`src/rtl/fifo_pkg.sv`:
```
// Shared types and helpers for the FIFO read-side packer.
// Combinational helpers only; no latency or backpressure of its own.
package fifo_pkg;

   localparam int WIDTH_DEF     = 8;
   localparam int DEPTH_DEF     = 16;
   localparam int RATIO_DEF     = 2;
   localparam int FLUSH_CYC_DEF = 16;

   typedef enum logic [1:0] {
      FL_IDLE  = 2'd0,
      FL_PEND  = 2'd1,
      FL_FLUSH = 2'd2
   } flush_st_t;

   function automatic int clog2(input int v);
      int r;
      r = 0;
      while ((1 << r) < v) r++;
      return r;
   endfunction

   // Low n bits set; callers cast the result down to their lane count.
   function automatic logic [31:0] keep_mask(input int n);
      return (32'd1 << n) - 32'd1;
   endfunction

endpackage

```
`src/rtl/pkr_skid_q2.sv`:
```
// Two-entry FIFO-ordered valid/ready queue; head is registered so out_dat is stable under stall.
// Latency 1 cycle push-to-valid; push and pop in the same cycle are both honoured.
module pkr_skid_q2 #(
   parameter int W = 18
) (
   input  logic         rd_clk,
   input  logic         rst,
   input  logic         in_vld,
   input  logic [W-1:0] in_dat,
   output logic         out_vld,
   input  logic         out_rdy,
   output logic [W-1:0] out_dat,
   output logic [1:0]   count
);

   logic [W-1:0] e0;
   logic [W-1:0] e1;
   logic         pop;

   assign out_vld = (count != 2'd0);
   assign out_dat = e0;
   assign pop     = out_vld && out_rdy;

   always_ff @(posedge rd_clk or negedge rst) begin
      if (!rst) begin
         e0    <= '0;
         e1    <= '0;
         count <= 2'd0;
      end else begin
         case ({in_vld, pop})
            2'b10: begin
               if (count == 2'd0) e0 <= in_dat;
               else               e1 <= in_dat;
               count <= count + 2'd1;
            end
            2'b01: begin
               e0    <= e1;
               count <= count - 2'd1;
            end
            2'b11: begin
               if (count == 2'd1) begin
                  e0 <= in_dat;
               end else begin
                  e0 <= e1;
                  e1 <= in_dat;
               end
            end
            default: ;
         endcase
      end
   end

   // The upstream credit check keeps occupancy low enough that this never fires.
   a_no_push_full: assert property (@(posedge rd_clk) disable iff (!rst)
                                    !(in_vld && count == 2'd2));

endmodule

```
`src/rtl/fifo_rd_packer.sv`:
```
// Pops FIFO entries, packs RATIO of them per word, flushes partial words on idle or request.
// First word RATIO+1 cycles after first pop; pops stop once queue+assembly hold 2*RATIO entries.
module fifo_rd_packer
   import fifo_pkg::*;
#(
   parameter int WIDTH     = WIDTH_DEF,
   parameter int RATIO     = RATIO_DEF,
   parameter int FLUSH_CYC = FLUSH_CYC_DEF
) (
   input  logic                   rd_clk,
   input  logic                   rst,
   input  logic                   fifo_empty,
   input  logic [WIDTH-1:0]       fifo_rd_data,
   input  logic                   fifo_error,
   output logic                   fifo_rd_en,
   output logic [WIDTH*RATIO-1:0] m_data,
   output logic [RATIO-1:0]       m_keep,
   output logic                   m_valid,
   input  logic                   m_ready,
   input  logic                   flush_req,
   input  logic                   err_clr,
   output logic                   err_sticky
);

   localparam int DW       = WIDTH * RATIO;
   localparam int QW       = DW + RATIO;
   localparam int CW       = (clog2(RATIO + 1) < 1) ? 1 : clog2(RATIO + 1);
   localparam int OW       = clog2(2 * RATIO + 2) + 1;
   localparam int IW       = (clog2(FLUSH_CYC + 1) < 1) ? 1 : clog2(FLUSH_CYC + 1);
   localparam int IDLE_MAX = (FLUSH_CYC > 0) ? FLUSH_CYC - 1 : 0;

   logic [CW-1:0]    cnt;
   logic             inflight;
   logic [DW-1:0]    asm_dat;
   logic [DW-1:0]    asm_nxt;
   logic [IW-1:0]    idle_cnt;
   logic [1:0]       qwords;
   logic [OW-1:0]    occ;
   logic             word_done;
   logic             eligible;
   logic             idle_hit;
   logic             req_now;
   logic             flush_go;
   logic             push_vld;
   logic [RATIO-1:0] push_keep;
   logic [QW-1:0]    push_dat;
   logic [QW-1:0]    q_dat;
   flush_st_t        fl_st;
   flush_st_t        fl_nxt;

   // Every entry already committed (queued words, assembled lanes, pop in flight) uses a credit.
   assign occ        = OW'(RATIO) * OW'(qwords) + OW'(cnt) + OW'(inflight);
   assign fifo_rd_en = rst && !fifo_empty && (occ < OW'(2 * RATIO));

   assign word_done = inflight && (cnt == CW'(RATIO - 1));
   assign eligible  = (cnt != '0) && !inflight;
   assign idle_hit  = (FLUSH_CYC != 0) && eligible && (idle_cnt == IW'(IDLE_MAX));

   always_comb begin
      asm_nxt = asm_dat;
      if (inflight) asm_nxt[int'(cnt)*WIDTH +: WIDTH] = fifo_rd_data;
   end

   always_comb begin
      push_vld  = word_done || flush_go;
      push_keep = word_done ? {RATIO{1'b1}} : RATIO'(keep_mask(int'(cnt)));
      push_dat  = {push_keep, asm_nxt};
   end

   // Flush requests wait in PEND for the capture to settle, in FLUSH for a queue slot.
   always_comb begin
      fl_nxt   = fl_st;
      flush_go = 1'b0;
      req_now  = (fl_st != FL_IDLE) || flush_req || idle_hit;
      if (req_now) begin
         if (eligible && qwords < 2'd2) begin
            flush_go = 1'b1;
            fl_nxt   = FL_IDLE;
         end else if (eligible) begin
            fl_nxt = FL_FLUSH;
         end else if (cnt == '0 && !inflight) begin
            fl_nxt = FL_IDLE;
         end else begin
            fl_nxt = FL_PEND;
         end
      end
   end

   always_ff @(posedge rd_clk or negedge rst) begin
      if (!rst) fl_st <= FL_IDLE;
      else      fl_st <= fl_nxt;
   end

   // Assembly is zeroed after each push so a flushed partial word has clean unused lanes.
   always_ff @(posedge rd_clk or negedge rst) begin
      if (!rst) begin
         cnt      <= '0;
         inflight <= 1'b0;
         asm_dat  <= '0;
         idle_cnt <= '0;
      end else begin
         inflight <= fifo_rd_en;
         if (push_vld) begin
            cnt     <= '0;
            asm_dat <= '0;
         end else begin
            asm_dat <= asm_nxt;
            if (inflight) cnt <= cnt + 1'b1;
         end
         if (fifo_empty && cnt != '0 && !inflight) begin
            if (idle_cnt != IW'(IDLE_MAX)) idle_cnt <= idle_cnt + 1'b1;
         end else begin
            idle_cnt <= '0;
         end
      end
   end

   always_ff @(posedge rd_clk or negedge rst) begin
      if (!rst)            err_sticky <= 1'b0;
      else if (err_clr)    err_sticky <= 1'b0;
      else if (fifo_error) err_sticky <= 1'b1;
   end

   pkr_skid_q2 #(
      .W(QW)
   ) u_q (
      .rd_clk (rd_clk),
      .rst    (rst),
      .in_vld (push_vld),
      .in_dat (push_dat),
      .out_vld(m_valid),
      .out_rdy(m_ready),
      .out_dat(q_dat),
      .count  (qwords)
   );

   assign m_data = q_dat[DW-1:0];
   assign m_keep = q_dat[QW-1:DW];

endmodule

```
`config.mk`:
```
export PLATFORM = sky130hd
export DESIGN_NAME = fifo_rd_packer
export DESIGN_NICKNAME = d
export VERILOG_FILES = /design/src/rtl/fifo_pkg.sv /design/src/rtl/pkr_skid_q2.sv /design/src/rtl/fifo_rd_packer.sv
export SDC_FILE = /design/constraint.sdc
export NUM_CORES = 1
export LEC_CHECK = 0
export ABC_AREA = 1
export CORE_AREA = 4 4 70 121
export DETAILED_ROUTE_END_ITERATION = 16
export DIE_AREA = 0 0 74 125
export GPL_TIMING_DRIVEN = 0
export PLACE_DENSITY = 0.68
export RECOVER_POWER = 50
export SLEW_MARGIN = 40
export SYNTH_ARGS = -nofsm -noshare
export SYNTH_HDL_FRONTEND = slang
export SYNTH_HIERARCHICAL = 1
export SYNTH_SLANG_ARGS = --single-unit
```
`constraint.sdc`:
```
create_clock -name rd_clk -period 2.5 [get_ports rd_clk]
set_input_delay 0.5 -clock rd_clk [delete_from_list [all_inputs] [get_ports rd_clk]]
set_output_delay 0.5 -clock rd_clk [all_outputs]
set_load 0.03 [all_outputs]
```
# Yosys cells after proc, flatten, opt, wreduce, memory -nomap -nowiden
# Cells that the tools add are included.
totals:
  register_bits: 65
  word_cells: 82
  input_bits: 15
  output_inout_bits: 21
classes:
  n_mux: 22
  n_lt_le_gt_ge: 2
  reduce_logical: 27
  add_sub_neg: 8
  eq_ne: 11
  shift: 3
op_table:
  columns: ["operator", "count"]
  rows:
  - ["$mux W18", 4]
  - ["$pmux W18 S3", 1]
  - ["$pmux W18 S2", 1]
  - ["$neg A5 Y33", 1]
  - ["$shift A8 B33 Y16 const A", 1]
  - ["$shiftx A8 B33 Y16", 1]
  - ["$mux W16", 2]
  - ["$bwmux W16", 1]
  - ["$reduce_bool A2 Y1", 7]
  - ["$logic_and A1 B1 Y1", 10]
  - ["$mux W2", 5]
  - ["$mux W5", 2]
  - ["$eq A2 B1 Y1 const B", 3]
  - ["$add A5 B1 Y5 const B", 1]
  - ["$eq A5 B4 Y1 const B", 1]
  - ["$mux W1", 5]
  - ["$ne A5 B4 Y1 const B", 1]
  - ["$add A2 B1 Y2 const B", 2]
  - ["$add A3 B2 Y4", 1]
  - ["$add A4 B1 Y4", 1]
  - ["$eq A2 B2 Y1 const B", 2]
  - ["$logic_not A2 Y1", 2]
  - ["$lt A4 B3 Y1 const B", 1]
  - ["$ne A2 B1 Y1 const B", 2]
  - ["other kinds (10)", 15]

# Depth between registers and ports, before layout
# Gate-level depths: netlist of run 1.
depth:
  depth_word: 9
  mapped_depth: 18
  depth_no_buf: 16

# Cells and area by module
# The synthesis of run 1 kept the hierarchy.
modules_own_cells:
  columns: ["mod", "n_inst", "cells_each", "seq_area_each_um2", "area_per_inst_um2"]
  rows:
  - ["pkr_skid_q2", 1, 243, 950.9, 1874.3]
  - ["fifo_rd_packer", 1, 177, 675.6, 1510.2]

# Worst setup path before layout of run 1
# No wires, ideal clock.
synth_timing:
  path_kind: "flip-flop to flip-flop"
  startpoint: "reg idle_cnt[1]"
  endpoint: "reg u_q.e0[2] (netlist: u_q/out_dat[2])"
  synth_period_minus_slack_ns: 2.394
  setup_ns: 0.117
  stages_incl_launch_ff: 19
  arrival_ns: 2.278
  setup_slack_ns: 0.106
  path_cell_list: "dfrtp_1 -> ha_1 -> inv_1 -> nor3_1 -> ha_1 -> nand2_1 -> nand2_1 -> nand2_2 -> nand2_4 -> buf_8 -> inv_1 -> ha_1 -> inv_1 -> nand2_1 -> buf_2 -> nand2_1 -> nand2_1 -> nand2_1 -> nand2_1"
synth_via:
  elab_chain_cells: 8
  word_cells_on_any_way: 12
  classes_between: "eq/ne: 5; mux: 2; reduce/logical: 5"
synth_lines:
  columns: ["item", "line", "text"]
  rows:
  - ["start: declaration", "fifo_rd_packer.sv:36", "logic [IW-1:0] idle_cnt;"]
  - ["start signal: assignment", "fifo_rd_packer.sv:111", "if (idle_cnt != IW'(IDLE_MAX)) idle_cnt <= idle_cnt + 1'b1;"]
  - ["$eq A5 B4 Y1 *", "fifo_rd_packer.sv:57", "assign idle_hit = (FLUSH_CYC != 0) && eligible && (idle_cnt == IW'(IDLE_MAX));"]
  - ["$logic_and A1 B1 Y1 *", "fifo_rd_packer.sv:57", null]
  - ["$logic_or A1 B1 Y1 *", "fifo_rd_packer.sv:74", "req_now = (fl_st != FL_IDLE) || flush_req || idle_hit;"]
  - ["$mux W1 *", "fifo_rd_packer.sv:75", "if (req_now) begin"]
  - ["$logic_or A1 B1 Y1 *", "fifo_rd_packer.sv:65", "push_vld = word_done || flush_go;"]
  - ["named net push_vld", "fifo_rd_packer.sv:44", "logic push_vld;"]
  - ["$eq A2 B2 Y1 or $eq A2 B1 Y1 (tied branches)", "pkr_skid_q2.sv:30", "case ({in_vld, pop})"]
  - ["$ne A2 B1 Y1 (no line) or $reduce_bool A3 Y1 (tied branches)", null, null]
  - ["$reduce_and A2 Y1 (no line)", null, null]
  - ["end signal: assignment", "pkr_skid_q2.sv:32", "if (count == 2'd0) e0 <= in_dat;"]
  - ["end signal: assignment", "pkr_skid_q2.sv:42", "e0 <= in_dat;"]
  - ["end: declaration", "pkr_skid_q2.sv:16", "logic [W-1:0] e0;"]
# The timed path passes the listed nets; every way through them passes the cells marked *.
# A chain may end at the register's enable or synchronous reset.

# Worst setup path in the final report of run 1
layout_timing:
  startpoint: "reg u_q.count[1]"
  endpoint: "out m_valid"
layout_via:
  elab_chain_cells: 1
layout_lines:
  columns: ["item", "line", "text"]
  rows:
  - ["start: declaration", "pkr_skid_q2.sv:13", "output logic [1:0] count"]
  - ["start signal: assignment", "pkr_skid_q2.sv:34", "count <= count + 2'd1;"]
  - ["start signal: assignment", "pkr_skid_q2.sv:38", "count <= count - 2'd1;"]
  - ["$reduce_bool A2 Y1", "pkr_skid_q2.sv:20", "assign out_vld = (count != 2'd0);"]
  - ["end: declaration", "fifo_rd_packer.sv:18", "output logic m_valid,"]
# Every way passes these cells.

==> impl_results.md, run 1 <==
- Outcome: finished, final reports clean
- #FFs+latches synth: 65
- Worst slew margin: 73.8%
- Biggest fanout along the worst timing path: 5
- Mapped Area: 0.00338 mm^2
- Diode count: 0
- Hold WS: roughly 39 ps
- Final period util: 95.8%
- Worst-path cell chain: inv_1 > ha_1 > inv_2 > clkdlybuf4s50_1
- WP data arrival: 1900 ps
- Root buffer cell: clkbuf_16
- Critical Path End Type: output port
- Fin crit period: ~2400 ps
- Yosys warnings: 6
- Dpl ws: -364 ps
- Max IR drop VDD: 669 uV
- Synth-to-layout area growth: 25.4%
- Pin count of the biggest net entering global routing: 38
- Synth Instances: 420
- DR iter-0 viols: 131
- Main synth FF type: dfrtp_1
- FFs w/ async S/R, synth: 100%
- Share of cells above drive strength 1: 17.4%
- Vias per inst: 4.93
- Vias: 2,788
- Post-Syn Nets: between 400 and 500
- Clock sink total: 65
- Final worst slack: 104 ps
- Leading area contributor after synthesis: dfrtp_1
- Die Y: 125 um
- Worst slew pin tran: 393 ps
- Fillers: 704
- Final setup fails: 0
- PwrDens: 1100 mW/mm^2
- Cts hold-fix bufs: 0
- Max clock buf depth: 2
- Multi-input logic area: approximately 0.0015 mm^2
- # placed instances: between 500 and 600
- Pre-Repair DR Iteration Count: 4
- Worst Hold Class: in2async
- Pins over their slew limit: 0
- Max stage delay cell, worst path: clkdlybuf4s50_1
- Final TNS setup: 0 ps
- CTS tree: done
- Worst-skew pair later-pin latency: 330 ps
- LEAKAGE: 2.18 nW
- Clock skew: 7.71 ps
- Avg WL per Cell: 12.6 um
- Area of the die: 0.00925 mm^2
- Post-synth top cells: nand2_1 (158), dfrtp_1 (65), nand3_1 (53)
- Die width: 74 um
- Crit path largest cell delay: between 600 and 700 ps
- Top-area cell type share of the netlist area: 48.1%
- DP HPWL: 5370 um
- ANT nets after route: 0
- Total core area: between 0.007 and 0.008 mm^2
- Final Hold Violating Endpoints: 0
- Number of synthesized flops with an enable pin: 0
- DRC Markers: 0
- PortBufs: 35
- Synth unique cells: 30
- Sequential fraction of the synthesis area: 48.1%
- Post-route insts no fill: 566
- Top-count cell post-synth: nand2_1
- Crit-path leading delay family: buffers and inverters
- Syn avg cell area: about 8.1 um^2
- Final WL: slightly above 7000 um
- H-tree levels: 3
- Largest cells by area after synthesis: dfrtp_1 (48%), nand2_1 (18%), nand3_1 (7.8%), inv_1 (4.9%), ha_1 (4.8%)
- Fmax: 417 MHz
- Clk slew on worst S/H paths: around 50 ps
- Worst setup SP type: flop
- WP data required: 2000 ps
- GP Congestion: 0.843
- Io pins: 36
- Vias in the first global route: around 2,800
- Sequential Area: 0.00163 mm^2
- Initial core utilization: 45.0%
- Cell Rows: 42
- Inserted Clock Buffers: 9
- Antenna violations before repair: 0
- Max-Cap Viols: 0
- Critical path buffer and inverter count: 3
- Layout Nets: between 500 and 600
- Global route overflow: 0
- First-pass GRT wire length: 12,500 um
- Kind of critical path: reg2out
- Gr usage total: 17.4%
==> metrics by stage <==
stage | utilization [%] | total power [W] | area, um^2
finish | 56.5 | 0.00468 | 4240
global route | 56.5 | 0.00504 | 4240
CTS | 55.9 | 0.00466 | 4200
detailed placement | 51.4 | 0.00341 | 3860
global placement | 51.2 | 0.00335 | 3840
floorplan | - | 0.00289 | 3380
==> layer usage <==
layer	wire length [um]	share of wire, %	GRT usage (%)	up-vias
met3	263	3.7	4.02	14
met5	0	0	0	-
met2	3720	52	28.3	52
met1	2970	42	21.1	1303
met4	178	2.5	8.43	0
li1	-	-	-	1419
==> cell families after synthesis <==
logic type | after synthesis | synth area share [%]
simple gates | 260 | 34.1
flops | 65 | 48.1
compound gates | 19 | 4.14
fa+ha+maj | 13 | 4.81
xor+xnor | 2 | 0.518
buf+inv | 61 | 8.36
==> cells in the final DEF, fill, tap and decap left out, types with 3 or more instances in the layout <==
master,instances
o21ai_2,8
nor3_1,3
a21oi_1,5
nand2_2,6
buf_6,4
nor2_1,19
dfrtp_1,64
ha_1,10
nand3_1,53
clkdlybuf4s50_1,32
inv_1,40
ha_2,3
nand2_1,154
nor2_2,12
clkbuf_16,9
nand2_4,6
buf_12,3
inv_2,8
clkbuf_1,4
buf_4,7
o21ai_0,3
==> final timing paths <==
kind,startpoint,to,slack (ps),depth (start not counted)
setup / recovery,u_q/count[1],m_valid,100,4
hold / removal,rst,cnt[0],40,1
setup reg to reg,idle_cnt[0],u_q/out_dat[7],180,18
hold reg to reg,u_q/e1[11],u_q/e1[11],470,2
max in group asynchronous,rst,u_q/out_dat[6],1990,2
min in group rd_clk,u_q/e1[11],u_q/e1[11],470,2
==> repair_timing <==
item,4_1_cts,5_1_grt
setup endpoints to repair,37,28
setup buffers,4,3
resized for setup,15,10
pin swaps,1,2
==> layout make-up <==
class | instances | area share, %
sequential | 65 | 38.4
multi-input combinational | 294 | 35.6
timing repair buffer | 43 | 9.88
clock buffer | 14 | 6.22
inverter | 50 | 4.57
tap | 88 | 2.59
buffer | 10 | 2.45
clock inverter | 2 | 0.295
==> power breakdown <==
group	switching (W)	internal, W
clock network	0.000421	0.000723
registers	0.000134	0.00131
logic	0.00133	0.000765
total	0.00188	0.00280
==> flip-flops by register name, summed over array words and instances, names as in the netlist <==
register	flops
u_q/count	2
inflight	1
u_q/e1	18
fl_st	2
asm_dat	16
idle_cnt	5
err_sticky	1
cnt	2
u_q/out_dat	18
Note: power is estimated with default switching activity, not from simulation.
==> run 2: changes to the inputs <==
GPL_ROUTABILITY_DRIVEN = 0   (was default)
==> results of run 2 <==
Same layout as run 1: the final DEF is identical, and so are final timing and power.
==> run 3: changes to the inputs <==
SLEW_MARGIN = 25   (was 40)
==> results of run 3 <==
Same layout as run 1: the final DEF is identical, and so are final timing and power.
